## config.mk

```make
export PLATFORM = sky130hd
export DESIGN_NAME = ram_burst_reader_512x32_flat
export DESIGN_NICKNAME = d
export VERILOG_FILES = /design/src/rtl/ram_burst_reader_512x32_if.sv /design/src/rtl/ram_burst_reader_512x32.sv /design/src/flat_wrapper.sv
export SDC_FILE = /design/constraint.sdc
export NUM_CORES = 1
export LEC_CHECK = 0
export ABC_AREA = 1
export BUFFER_PORTS_ARGS = -buffer_cell sky130_fd_sc_hd__buf_2
export CAP_MARGIN = 5
export CORE_MARGIN = 2
export CORE_UTILIZATION = 46
export DETAILED_ROUTE_END_ITERATION = 10
export PLACE_DENSITY = 0.77
export SYNTH_ARGS = -nofsm -noshare
export SYNTH_HDL_FRONTEND = slang
export SYNTH_SLANG_ARGS = --single-unit
export TNS_END_PERCENT = 100
```

## constraint.sdc

```tcl
create_clock -name clk -period 1.4 [get_ports clk]
set_input_delay 0.14 -clock clk [delete_from_list [all_inputs] [get_ports clk]]
set_output_delay 0.14 -clock clk [all_outputs]
set_load 0.01 [all_outputs]
```

## src/rtl/ram_burst_reader_512x32_if.sv

```systemverilog
// Bus bundle for the burst reader: command inputs, RAM read port and the valid/ready output stage.
interface ram_burst_reader_512x32_if #(
  parameter int unsigned ADDR_WIDTH = 9,
  parameter int unsigned DATA_WIDTH = 32,
  parameter int unsigned LEN_WIDTH  = 10
);
  logic                  start;
  logic [ADDR_WIDTH-1:0] base_addr;
  logic [LEN_WIDTH-1:0]  len;
  logic                  abort;

  logic [ADDR_WIDTH-1:0] ram_read_addr;
  logic                  ram_out_en;
  logic [DATA_WIDTH-1:0] ram_dout;

  logic                  m_valid;
  logic                  m_ready;
  logic [DATA_WIDTH-1:0] m_data;
  logic [ADDR_WIDTH-1:0] m_addr;
  logic                  m_last;

  logic                  busy;
  logic                  done;

  // Reader side
  modport slave (
    input  start, base_addr, len, abort, ram_dout, m_ready,
    output ram_read_addr, ram_out_en, m_valid, m_data, m_addr, m_last, busy, done
  );

  // Command issuer / RAM / downstream consumer side
  modport master (
    output start, base_addr, len, abort, ram_dout, m_ready,
    input  ram_read_addr, ram_out_en, m_valid, m_data, m_addr, m_last, busy, done
  );
endinterface

```

## src/rtl/ram_burst_reader_512x32.sv

```systemverilog
// Burst read sequencer for a 512x32 async-read RAM: walks addresses from a base with wrap,
// registering each word into a valid/ready stage tagged with its address and a last flag.
module ram_burst_reader_512x32 #(
  parameter int unsigned ADDR_WIDTH = 9,
  parameter int unsigned DATA_WIDTH = 32,
  parameter int unsigned LEN_WIDTH  = 10
) (
  input  logic                        clk,
  input  logic                        reset,
  ram_burst_reader_512x32_if.slave    bus
);

  localparam int unsigned DEPTH = 2 ** ADDR_WIDTH;

  typedef enum logic [1:0] {
    S_IDLE  = 2'd0,
    S_READ  = 2'd1,
    S_DRAIN = 2'd2
  } state_t;

  state_t                r_state;
  state_t                w_next_state;
  logic [ADDR_WIDTH-1:0] r_ram_read_addr;
  logic [ADDR_WIDTH-1:0] r_m_addr;
  logic [DATA_WIDTH-1:0] r_m_data;
  logic [LEN_WIDTH-1:0]  r_remaining;
  logic [LEN_WIDTH-1:0]  w_len_clamped;
  logic                  r_m_valid;
  logic                  r_m_last;
  logic                  r_busy;
  logic                  r_ram_out_en;
  logic                  r_done;
  logic                  w_cap;
  logic                  w_accept;
  logic                  w_last_cap;
  logic                  w_drain_hs;

  // Next-state and handshake decode
  always_comb begin
    w_next_state  = r_state;
    w_cap         = !r_m_valid || bus.m_ready;
    w_accept      = bus.start && (bus.len != '0);
    w_last_cap    = w_cap && (r_remaining == LEN_WIDTH'(1));
    w_drain_hs    = r_m_valid && bus.m_ready;
    w_len_clamped = (bus.len > LEN_WIDTH'(DEPTH)) ? LEN_WIDTH'(DEPTH) : bus.len;

    if (bus.abort) begin
      w_next_state = S_IDLE;
    end else begin
      case (r_state)
        S_IDLE:  if (w_accept)   w_next_state = S_READ;
        S_READ:  if (w_last_cap) w_next_state = S_DRAIN;
        S_DRAIN: if (w_drain_hs) w_next_state = S_IDLE;
        default:                 w_next_state = S_IDLE;
      endcase
    end
  end

  // State register; busy and RAM enable follow the registered state
  always_ff @(posedge clk or negedge reset) begin
    if (!reset) begin
      r_state      <= S_IDLE;
      r_busy       <= 1'b0;
      r_ram_out_en <= 1'b0;
    end else begin
      r_state      <= w_next_state;
      r_busy       <= (w_next_state != S_IDLE);
      r_ram_out_en <= (w_next_state == S_READ);
    end
  end

  // Address walker and output stage; the read address only moves on a capture
  always_ff @(posedge clk or negedge reset) begin
    if (!reset) begin
      r_ram_read_addr <= '0;
      r_m_data        <= '0;
      r_m_addr        <= '0;
      r_m_valid       <= 1'b0;
      r_m_last        <= 1'b0;
      r_remaining     <= '0;
      r_done          <= 1'b0;
    end else begin
      r_done <= 1'b0;
      if (bus.abort) begin
        r_m_valid   <= 1'b0;
        r_m_last    <= 1'b0;
        r_remaining <= '0;
      end else begin
        case (r_state)
          S_IDLE: begin
            if (w_accept) begin
              r_ram_read_addr <= bus.base_addr;
              r_remaining     <= w_len_clamped;
            end
          end
          S_READ: begin
            if (w_cap) begin
              r_m_data        <= bus.ram_dout;
              r_m_addr        <= r_ram_read_addr;
              r_m_valid       <= 1'b1;
              r_m_last        <= (r_remaining == LEN_WIDTH'(1));
              r_remaining     <= r_remaining - LEN_WIDTH'(1);
              r_ram_read_addr <= r_ram_read_addr + ADDR_WIDTH'(1);
            end
          end
          S_DRAIN: begin
            if (w_drain_hs) begin
              r_m_valid <= 1'b0;
              r_m_last  <= 1'b0;
              r_done    <= 1'b1;
            end
          end
          default: ;
        endcase
      end
    end
  end

  assign bus.ram_read_addr = r_ram_read_addr;
  assign bus.ram_out_en    = r_ram_out_en;
  assign bus.m_valid       = r_m_valid;
  assign bus.m_data        = r_m_data;
  assign bus.m_addr        = r_m_addr;
  assign bus.m_last        = r_m_last;
  assign bus.busy          = r_busy;
  assign bus.done          = r_done;

endmodule

```

## src/flat_wrapper.sv

```systemverilog
// flat-port wrapper written by rule: the top's interface ports become plain ports
module ram_burst_reader_512x32_flat 
#(
  parameter int unsigned ADDR_WIDTH = 9,
  parameter int unsigned DATA_WIDTH = 32,
  parameter int unsigned LEN_WIDTH  = 10
)
  (clk, reset, bus_start, bus_base_addr, bus_len, bus_abort, bus_ram_dout, bus_m_ready, bus_ram_read_addr, bus_ram_out_en, bus_m_valid, bus_m_data, bus_m_addr, bus_m_last, bus_busy, bus_done);
  ram_burst_reader_512x32_if #(.ADDR_WIDTH(ADDR_WIDTH), .DATA_WIDTH(DATA_WIDTH), .LEN_WIDTH(LEN_WIDTH)) bus_i ();
  input  logic clk;
  input  logic reset;
  input wire logic [$bits(bus_i.start)-1:0] bus_start;
  input wire logic [$bits(bus_i.base_addr)-1:0] bus_base_addr;
  input wire logic [$bits(bus_i.len)-1:0] bus_len;
  input wire logic [$bits(bus_i.abort)-1:0] bus_abort;
  input wire logic [$bits(bus_i.ram_dout)-1:0] bus_ram_dout;
  input wire logic [$bits(bus_i.m_ready)-1:0] bus_m_ready;
  output wire logic [$bits(bus_i.ram_read_addr)-1:0] bus_ram_read_addr;
  output wire logic [$bits(bus_i.ram_out_en)-1:0] bus_ram_out_en;
  output wire logic [$bits(bus_i.m_valid)-1:0] bus_m_valid;
  output wire logic [$bits(bus_i.m_data)-1:0] bus_m_data;
  output wire logic [$bits(bus_i.m_addr)-1:0] bus_m_addr;
  output wire logic [$bits(bus_i.m_last)-1:0] bus_m_last;
  output wire logic [$bits(bus_i.busy)-1:0] bus_busy;
  output wire logic [$bits(bus_i.done)-1:0] bus_done;
  assign bus_i.start = bus_start;
  assign bus_i.base_addr = bus_base_addr;
  assign bus_i.len = bus_len;
  assign bus_i.abort = bus_abort;
  assign bus_i.ram_dout = bus_ram_dout;
  assign bus_i.m_ready = bus_m_ready;
  assign bus_ram_read_addr = bus_i.ram_read_addr;
  assign bus_ram_out_en = bus_i.ram_out_en;
  assign bus_m_valid = bus_i.m_valid;
  assign bus_m_data = bus_i.m_data;
  assign bus_m_addr = bus_i.m_addr;
  assign bus_m_last = bus_i.m_last;
  assign bus_busy = bus_i.busy;
  assign bus_done = bus_i.done;
  ram_burst_reader_512x32 #(.ADDR_WIDTH(ADDR_WIDTH), .DATA_WIDTH(DATA_WIDTH), .LEN_WIDTH(LEN_WIDTH)) u_core (.clk(clk), .reset(reset), .bus(bus_i));
endmodule
```

# After elaboration in Yosys (flattened, before gate mapping)
# Cells that the tools add are included.
# totals
ff_bits	67
out_inout_bits	55
word_cells	61
# op_classes
add_sub_neg	2
order_cmp	1
eq_ne	9
n_mux	23
bitwise_logic	1
reduce_logical	15
# op_table
operator	n
$mux W10	4
$pmux W10 S2	1
$mux W9	2
$pmux W9 S2	1
$eq A10 B1 Y1 const B	1
$gt A10 B10 Y1 const B	1
$reduce_bool A10 Y1	1
$sub A10 B1 Y10 const B	1
$add A9 B1 Y9 const B	1
$ne A3 B2 Y1 const B	3
$reduce_and A3 Y1	3
$mux W1	8
$mux W2	4
$pmux W2 S3	1
$reduce_bool A3 Y1	2
$eq A2 B1 Y1 const B	2
$ne A2 B1 Y1 const B	2
$pmux W1 S2	2
$reduce_and A4 Y1	1
$reduce_bool A2 Y1	2
$logic_and A1 B1 Y1	3
$eq A2 B2 Y1 const B	1
$logic_not A2 Y1	1
$logic_not A1 Y1	1
other kinds (2)	2

# Logic depth before layout (Yosys ltp)
# Gate-level depths: netlist (run 1).
# depth
word_depth	7
mapped_depth	9

# Least setup slack after synthesis (run 1)
# OpenSTA, ideal clock, no wires.
# synth_timing
path_kind	reg2reg
start	reg u_core.r_state[1]
end	reg u_core.r_m_data[0] (netlist: u_core.bus.m_data[0])
arrival_time_ns	1.261
required_time_ns	1.275
slack_ns	0.014
path_stages_with_launch	7
path_buffers	1
period_less_slack_ns	1.386
cell_sequence	dfrtp_1 nor2_4 nand2_2 inv_4 nand2_4 buf_6 mux2_4
# synth_between
elab_chain_cells	2
# synth_rtl
item	line	text
start, declared	ram_burst_reader_512x32.sv:21	state_t r_state;
start signal, assigned	ram_burst_reader_512x32.sv:66	r_state <= w_next_state;
$eq A2 B1 Y1	ram_burst_reader_512x32.sv:89	case (r_state)
$reduce_and A3 Y1 (no source line)	-	
end signal, assigned	ram_burst_reader_512x32.sv:98	r_m_data <= bus.ram_dout;
end, declared	ram_burst_reader_512x32.sv:25	logic [DATA_WIDTH-1:0] r_m_data;
# No other way between the ends.
# A chain may end at the register's enable or synchronous reset.

# Final worst setup path (run 1)
# layout_timing
start	reg u_core.r_state[1]
end	reg u_core.r_m_data[11] (netlist: u_core.bus.m_data[11])
# The elaborated chain is that of the path after synthesis.

==> results.sh, run 1 <==
export IMPL_setup_ws_ns=-0.02564
export IMPL_synthesis_area_um2=3338
export IMPL_finClkSkew_ns=0.01054
export IMPL_netlist_instances=356
export IMPL_post_route_min_period_ns=1.426
export IMPL_yosys_top_cells_count="nand2_1 (106), dfrtp_1 (67), nand3_1 (37)"
export IMPL_clk_pin_slew_ns=0.08
export IMPL_post_drt_wl_per_cell_um=14.30
export IMPL_synth_nets=415
export IMPL_numClockSinks=67
export IMPL_cts_made_buffers=9
export IMPL_fin_area_um2=4614
export IMPL_cts_tree="done"
export IMPL_nets=558
export IMPL_ys_async_sr_fraction_pct=100.0
export IMPL_insertion_delay_ns=0.35
export IMPL_grt_util_all_layers_pct=20.72
export IMPL_min_path_type="in -> reg"
export IMPL_final_setup_viol_count=19
export IMPL_drt_pass1_iter_count=4
export IMPL_slew_headroom_pct=74.98
export IMPL_peakVddDrop_mv=0.5923
export IMPL_violations="negative setup slack"
export IMPL_drc=0
export IMPL_port_buffer_count=110
export IMPL_dp_hpwl_mm=6.005
export IMPL_antenna_left=0
export IMPL_antenna_found_initial=0
export IMPL_drive_gt1_share_pct=43.65
export IMPL_outcome="finished with violations"
export IMPL_vias_per_cell=4.945
export IMPL_slew_viol_final=0
export IMPL_dpl_cell_area_um2=4133
export IMPL_die_y_um=89.19
export IMPL_htreeDepth=3
export IMPL_tightest_slew_ns=0.3724
export IMPL_grt_pass1_vias=2786
export IMPL_std_cell_rows=31
export IMPL_fmax_ghz=0.7014
export IMPL_syn_area_per_cell_um2=9.377
export IMPL_maxCapViolations=0
export IMPL_ys_types=29
export IMPL_synth_top_area_share_pct=50.22
export IMPL_hold_viol=0
export IMPL_critPathMaxFanout=8
export IMPL_ys_seq_area_share_pct=50.22
export IMPL_synth_edff_count=0
export IMPL_drt_total_wl_mm=8.620
export IMPL_fp_dieW_um=89.19
export IMPL_crit_end="u_core.bus.m_data[11]"
export IMPL_initial_core_util_pct=46.77
export IMPL_start_kind="flop"
export IMPL_cts_root_buf="clkbuf_8"
export IMPL_crit_arrival_ns=1.66
export IMPL_drtIter0Drc=168
export IMPL_worstReg2RegStart="u_core.r_state[1]"
export IMPL_ios=111
export IMPL_critPathKind="reg -> reg"
export IMPL_die_area_um2=7954
export IMPL_vias=2982
export IMPL_n_antenna_cell=0
export IMPL_fp_coreArea_um2=7137
export IMPL_grt_max_degree=55
export IMPL_r2r_end="u_core.bus.m_data[11]"
export IMPL_ys_ff_latch=67
export IMPL_grt_ovfl_total=0
export IMPL_reg2reg_slack_ns=-0.03
export IMPL_power_density_nw_per_um2=1772
export IMPL_critPathCaptureType="flop"
export IMPL_synth_top_area_cell="dfrtp_1"
export IMPL_p_leak_nw=2.508
export IMPL_yosysWarnings=0
export IMPL_rsz0062_at_grt="yes"
export IMPL_ys_top_cells_by_area="dfrtp_1 (50%), mux2_4 (14%), nand2_1 (12%)"
export IMPL_fillCellCount=619
export IMPL_yosys_most_used_dff="dfrtp_1"
export IMPL_clockBufferDepth=2
export IMPL_routabilityCongestion=0.9582
export IMPL_critical_path_startpoint="u_core.r_state[1]"
export IMPL_worst_ep_required_time_ns=1.64
export IMPL_pre_cts_ws_ns=-0.04040
export IMPL_synth_most_common_cell="nand2_1"
export IMPL_grt_pass1_wl_mm=12.61
export IMPL_rr_worst_depth=6
export IMPL_period_share_pct=101.8
export IMPL_syn2layout_area_growth_pct=38.23
## area by class of cell
class	instances	area [um^2]	area share (%)
inverter	30	118.9	2.576
sequential	67	1678	36.36
clock buffer	10	137.6	2.983
multi-input combinational	251	1568	33.97
timing repair buffer	140	899.6	19.50
tap	99	123.9	2.684
clock inverter	6	88.84	1.925
## cell families after synthesis
logic type               Yosys count  synth area share (%)
AO/OA/AOI/OAI                     31                 4.835
flip-flops                        67                 50.22
adder cells (fa/ha/maj)            3                 1.125
AND/OR/NAND/NOR                  182                 23.54
XOR/XNOR                           2                0.5248
buffers and inverters             39                 5.472
multiplexers                      32                 14.28
## through the flow
stage	util [%]	setup TNS [ns]	power, W	std cells	hold slack [ns]
after floorplan	-	0	0.004843	356	-0.1556
after global placement	57.91	-0.005165	0.005982	576	0.05350
after detailed placement	57.91	-0.08742	0.006096	576	0.06865
after CTS	61.69	-0.01972	0.007967	595	0.01030
after global routing	64.66	-1.788	0.008720	603	-0.001265
final	64.66	-0.2056	0.008179	603	0.01478
## how the worst min path moves through the flow
| stage | start | to | slack (ns) | cells after the start |
|---|---|---|---|---|
| CTS | bus_ram_dout[7] | u_core.bus.m_data[7] | 0.01 | 2 |
| global placement | reset | u_core.bus.m_data[4] | 0.05 | 1 |
| floorplan | reset | u_core.bus.busy | -0.16 | 0 |
| global route | bus_ram_dout[7] | u_core.bus.m_data[7] | -0.001 | 2 |
| finish | bus_ram_dout[7] | u_core.bus.m_data[7] | 0.01 | 2 |
| detailed placement | reset | u_core.bus.m_data[7] | 0.07 | 1 |
## cells in the final DEF, fill, tap and decap left out, types with 3 or more instances in the layout
cell / instances
nor2_2: 3
nor2_4: 3
nand3_1: 36
clkbuf_16: 3
buf_4: 17
buf_6: 5
buf_12: 4
dfrtp_1: 66
clkinvlp_4: 3
o21ai_0: 18
mux2_4: 31
o21ai_1: 10
nand2_2: 9
inv_2: 4
nor2_1: 16
nand2_1: 99
nand4_1: 5
inv_1: 24
clkbuf_8: 10
buf_2: 110
## metal layers
metal	track usage [%]	routed length, um	vias to the layer above
met5	0	0	-
li1	-	-	1452
met1	25.68	3637	1403
met4	6.377	144	0
met2	35.15	4229	112
met3	5.910	608	15
## sequential cells by signal, summed over array words and instances (netlist names)
register and count:
u_core.bus.m_data 32, u_core.bus.busy 1, u_core.r_state 2, u_core.bus.done 1, u_core.r_remaining 10, u_core.bus.ram_read_addr 9
u_core.bus.m_valid 1, u_core.bus.ram_out_en 1, u_core.bus.m_last 1, u_core.bus.m_addr 9
## worst max-delay path, cell delays in order, from the launching register on
cell and delay [ns]:
dfrtp_2 0.44, nor2_4 0.14, nand2_2 0.08, inv_4 0.10
nand2_8 0.07, clkbuf_16 0.18, mux2_4 0.30
## power breakdown
part / switching [W] / internal, W
Combinational: 0.00164 / 0.00162
Sequential: 0.000465 / 0.00262
Clock: 0.000784 / 0.00105
Total: 0.00289 / 0.00529
## repair_timing
action                     CTS  global route
setup endpoints to repair   12            52
buffers inserted             2             4
hold buffers                 1             0
hold endpoints to repair    13             0
gates cloned                 0             4
resized for setup            2            41
pin swaps                    0             4
Power figures use the tool's default switching activity.
==> run 2: changes to the inputs <==
--- a/config.mk
+++ b/config.mk
@@ -9,9 +9,10 @@
 export BUFFER_PORTS_ARGS = -buffer_cell sky130_fd_sc_hd__buf_2
 export CAP_MARGIN = 5
 export CORE_MARGIN = 2
-export CORE_UTILIZATION = 46
+export CORE_UTILIZATION = 47
+export CTS_BUF_LIST = sky130_fd_sc_hd__clkbuf_4 sky130_fd_sc_hd__clkbuf_8
 export DETAILED_ROUTE_END_ITERATION = 10
-export PLACE_DENSITY = 0.77
+export PLACE_DENSITY = 0.78
 export SYNTH_ARGS = -nofsm -noshare
 export SYNTH_HDL_FRONTEND = slang
 export SYNTH_SLANG_ARGS = --single-unit
==> results.sh, run 2 (same netlist as run 1, synthesis figures left out) <==
export IMPL_initial_core_util_pct=48.86
export IMPL_worst_ep_required_time_ns=1.63
export IMPL_rsz0062_at_grt="yes"
export IMPL_min_path_type="in -> reg"
export IMPL_seqCellArea_um2=1678
export IMPL_hold_end="u_core.bus.m_data[9]"
export IMPL_vias=2974
export IMPL_final_setup_viol_count=26
export IMPL_vias_per_cell=4.948
export IMPL_drt_total_wl_mm=8.650
export IMPL_numClockSinks=67
export IMPL_finalPower_w=0.008252
export IMPL_antenna_found_initial=0
export IMPL_clk_pin_slew_ns=0.08
export IMPL_r2r_end="u_core.bus.m_data[21]"
export IMPL_crit_arrival_ns=1.65
export IMPL_start_kind="flop"
export IMPL_reg2reg_slack_ns=-0.02
export IMPL_hold_viol=0
export IMPL_final_common_cell="buf_2"
export IMPL_outcome="finished with violations"
export IMPL_tightest_slew_ns=0.3579
export IMPL_drt_pass1_iter_count=4
export IMPL_die_y_um=88.28
export IMPL_critPathKind="reg -> reg"
export IMPL_cts_tree="done"
export IMPL_finClkSkew_ns=0.007527
export IMPL_grt_util_all_layers_pct=21.15
export IMPL_insertion_delay_ns=0.34
export IMPL_fp_dieW_um=88.28
export IMPL_std_cell_rows=30
export IMPL_ios=111
export IMPL_antenna_left=0
export IMPL_holdCritStartpoint="bus_ram_dout[9]"
export IMPL_largest_reg_flops=32
export IMPL_grt_max_degree=68
export IMPL_fillCellCount=570
export IMPL_dp_hpwl_mm=5.887
export IMPL_n_antenna_cell=0
export IMPL_layout_common_cells="buf_2 (110), nand2_1 (97), dfrtp_1 (66), nand3_1 (35), mux2_4 (31)"
export IMPL_stdcell_count=601
export IMPL_power_density_nw_per_um2=1772
export IMPL_period_share_pct=101.6
export IMPL_port_buffer_count=110
export IMPL_syn2layout_area_growth_pct=39.54
export IMPL_slew_headroom_pct=76.14
export IMPL_grt_ovfl_total=0
export IMPL_grt_pass1_wl_mm=12.77
export IMPL_fp_coreArea_um2=6832
export IMPL_htreeDepth=3
export IMPL_post_route_min_period_ns=1.423
export IMPL_clockBufferDepth=2
export IMPL_cts_made_buffers=9
export IMPL_p_leak_nw=2.548
export IMPL_peakVddDrop_mv=0.6509
export IMPL_cts_root_buf="clkbuf_8"
export IMPL_setup_tns_final_ns=-0.3160
export IMPL_critPathCaptureType="flop"
export IMPL_drive_gt1_share_pct=43.96
export IMPL_holdPathStages=2
export IMPL_drtIter0Drc=131
export IMPL_pre_cts_ws_ns=-0.02774
export IMPL_slew_viol_final=0
export IMPL_worstReg2RegStart="u_core.r_state[1]"
export IMPL_die_area_um2=7792
export IMPL_post_drt_wl_per_cell_um=14.39
export IMPL_critPathMaxFanout=9
export IMPL_placedCellCount=574
export IMPL_routabilityCongestion=0.9094
export IMPL_fmax_ghz=0.7027
export IMPL_nets=559
export IMPL_multiInputGateArea_um2=1582
export IMPL_grt_pass1_vias=2741
export IMPL_setup_ws_ns=-0.02299
export IMPL_drc=0
export IMPL_maxCapViolations=0
export IMPL_violations="negative setup slack"
export IMPL_rr_worst_depth=6
-- run 2: cell count changes in the layout (fill, tap and decap cells not counted), sizes merged --
cell	previous run	this run
nand2	110	109
clkinv	2	4
dlygate4sd3	1	5
clkinvlp	3	0
buf	136	133
inv	29	31
-- run 2: power by group --
group / leakage (nW) / switching (W) / internal (W)
registers: 0.830 / 0.000509 / 0.00262
logic: 1.60 / 0.00166 / 0.00165
clock network: 0.114 / 0.000793 / 0.00101
total: 2.55 / 0.00296 / 0.00529
-- run 2: layout make-up --
type / count / share of cell area [%]
Inverter: 30 / 2.471
Tap cell: 96 / 2.579
Clock inverter: 7 / 2.149
Timing Repair Buffer: 142 / 20.17
Sequential cell: 67 / 36.02
Clock buffer: 9 / 2.659
Multi-Input combinational cell: 250 / 33.95
-- run 2: worst max path at each step --
| stage | from | end |
|---|---|---|
| 2_1_floorplan | u_core.r_state[1] | u_core.bus.m_data[0] |
| 3_3_place_gp | u_core.r_state[1] | u_core.bus.ram_read_addr[2] |
| 3_5_place_dp | u_core.r_state[1] | u_core.bus.m_addr[0] |
| 4_1_cts | u_core.r_state[0] | u_core.bus.m_data[2] |
| 5_1_grt | u_core.r_state[1] | u_core.bus.m_data[25] |
| 6_report | u_core.r_state[1] | u_core.bus.m_data[21] |
-- run 2: worst max-delay path, cell delays in order (launching register included) --
cell	delay [ns]
dfrtp_2	0.44
nor2_4	0.14
nand2_2	0.08
inv_4	0.08
nand2_8	0.09
clkbuf_16	0.19
mux2_4	0.30
-- run 2: what timing repair did --
action	4_1_cts	5_1_grt
cloned	0	4
hold buffers	2	3
endpoints found under the hold margin	68	3
gates resized for setup	3	45
pin swaps	1	2
buffers inserted	0	2
setup endpoints to repair	25	61
-- run 2: per-stage QoR --
stage                     area (um^2)  hold slack (ns)  utilization, %
final                            4658          0.01999           68.19
after global routing             4658         0.007012           68.19
after CTS                        4402        0.0002145           64.43
after detailed placement         4149           0.1867           60.73
after global placement           4149           0.1847           60.73
after floorplan                  3338          -0.1556               -
-- run 2: routing by layer --
layer	GRT usage (%)	share of wire, %
met1	28.37	44
met2	34.04	48
met3	6.063	6.4
met4	5.510	1.1
met5	0	0
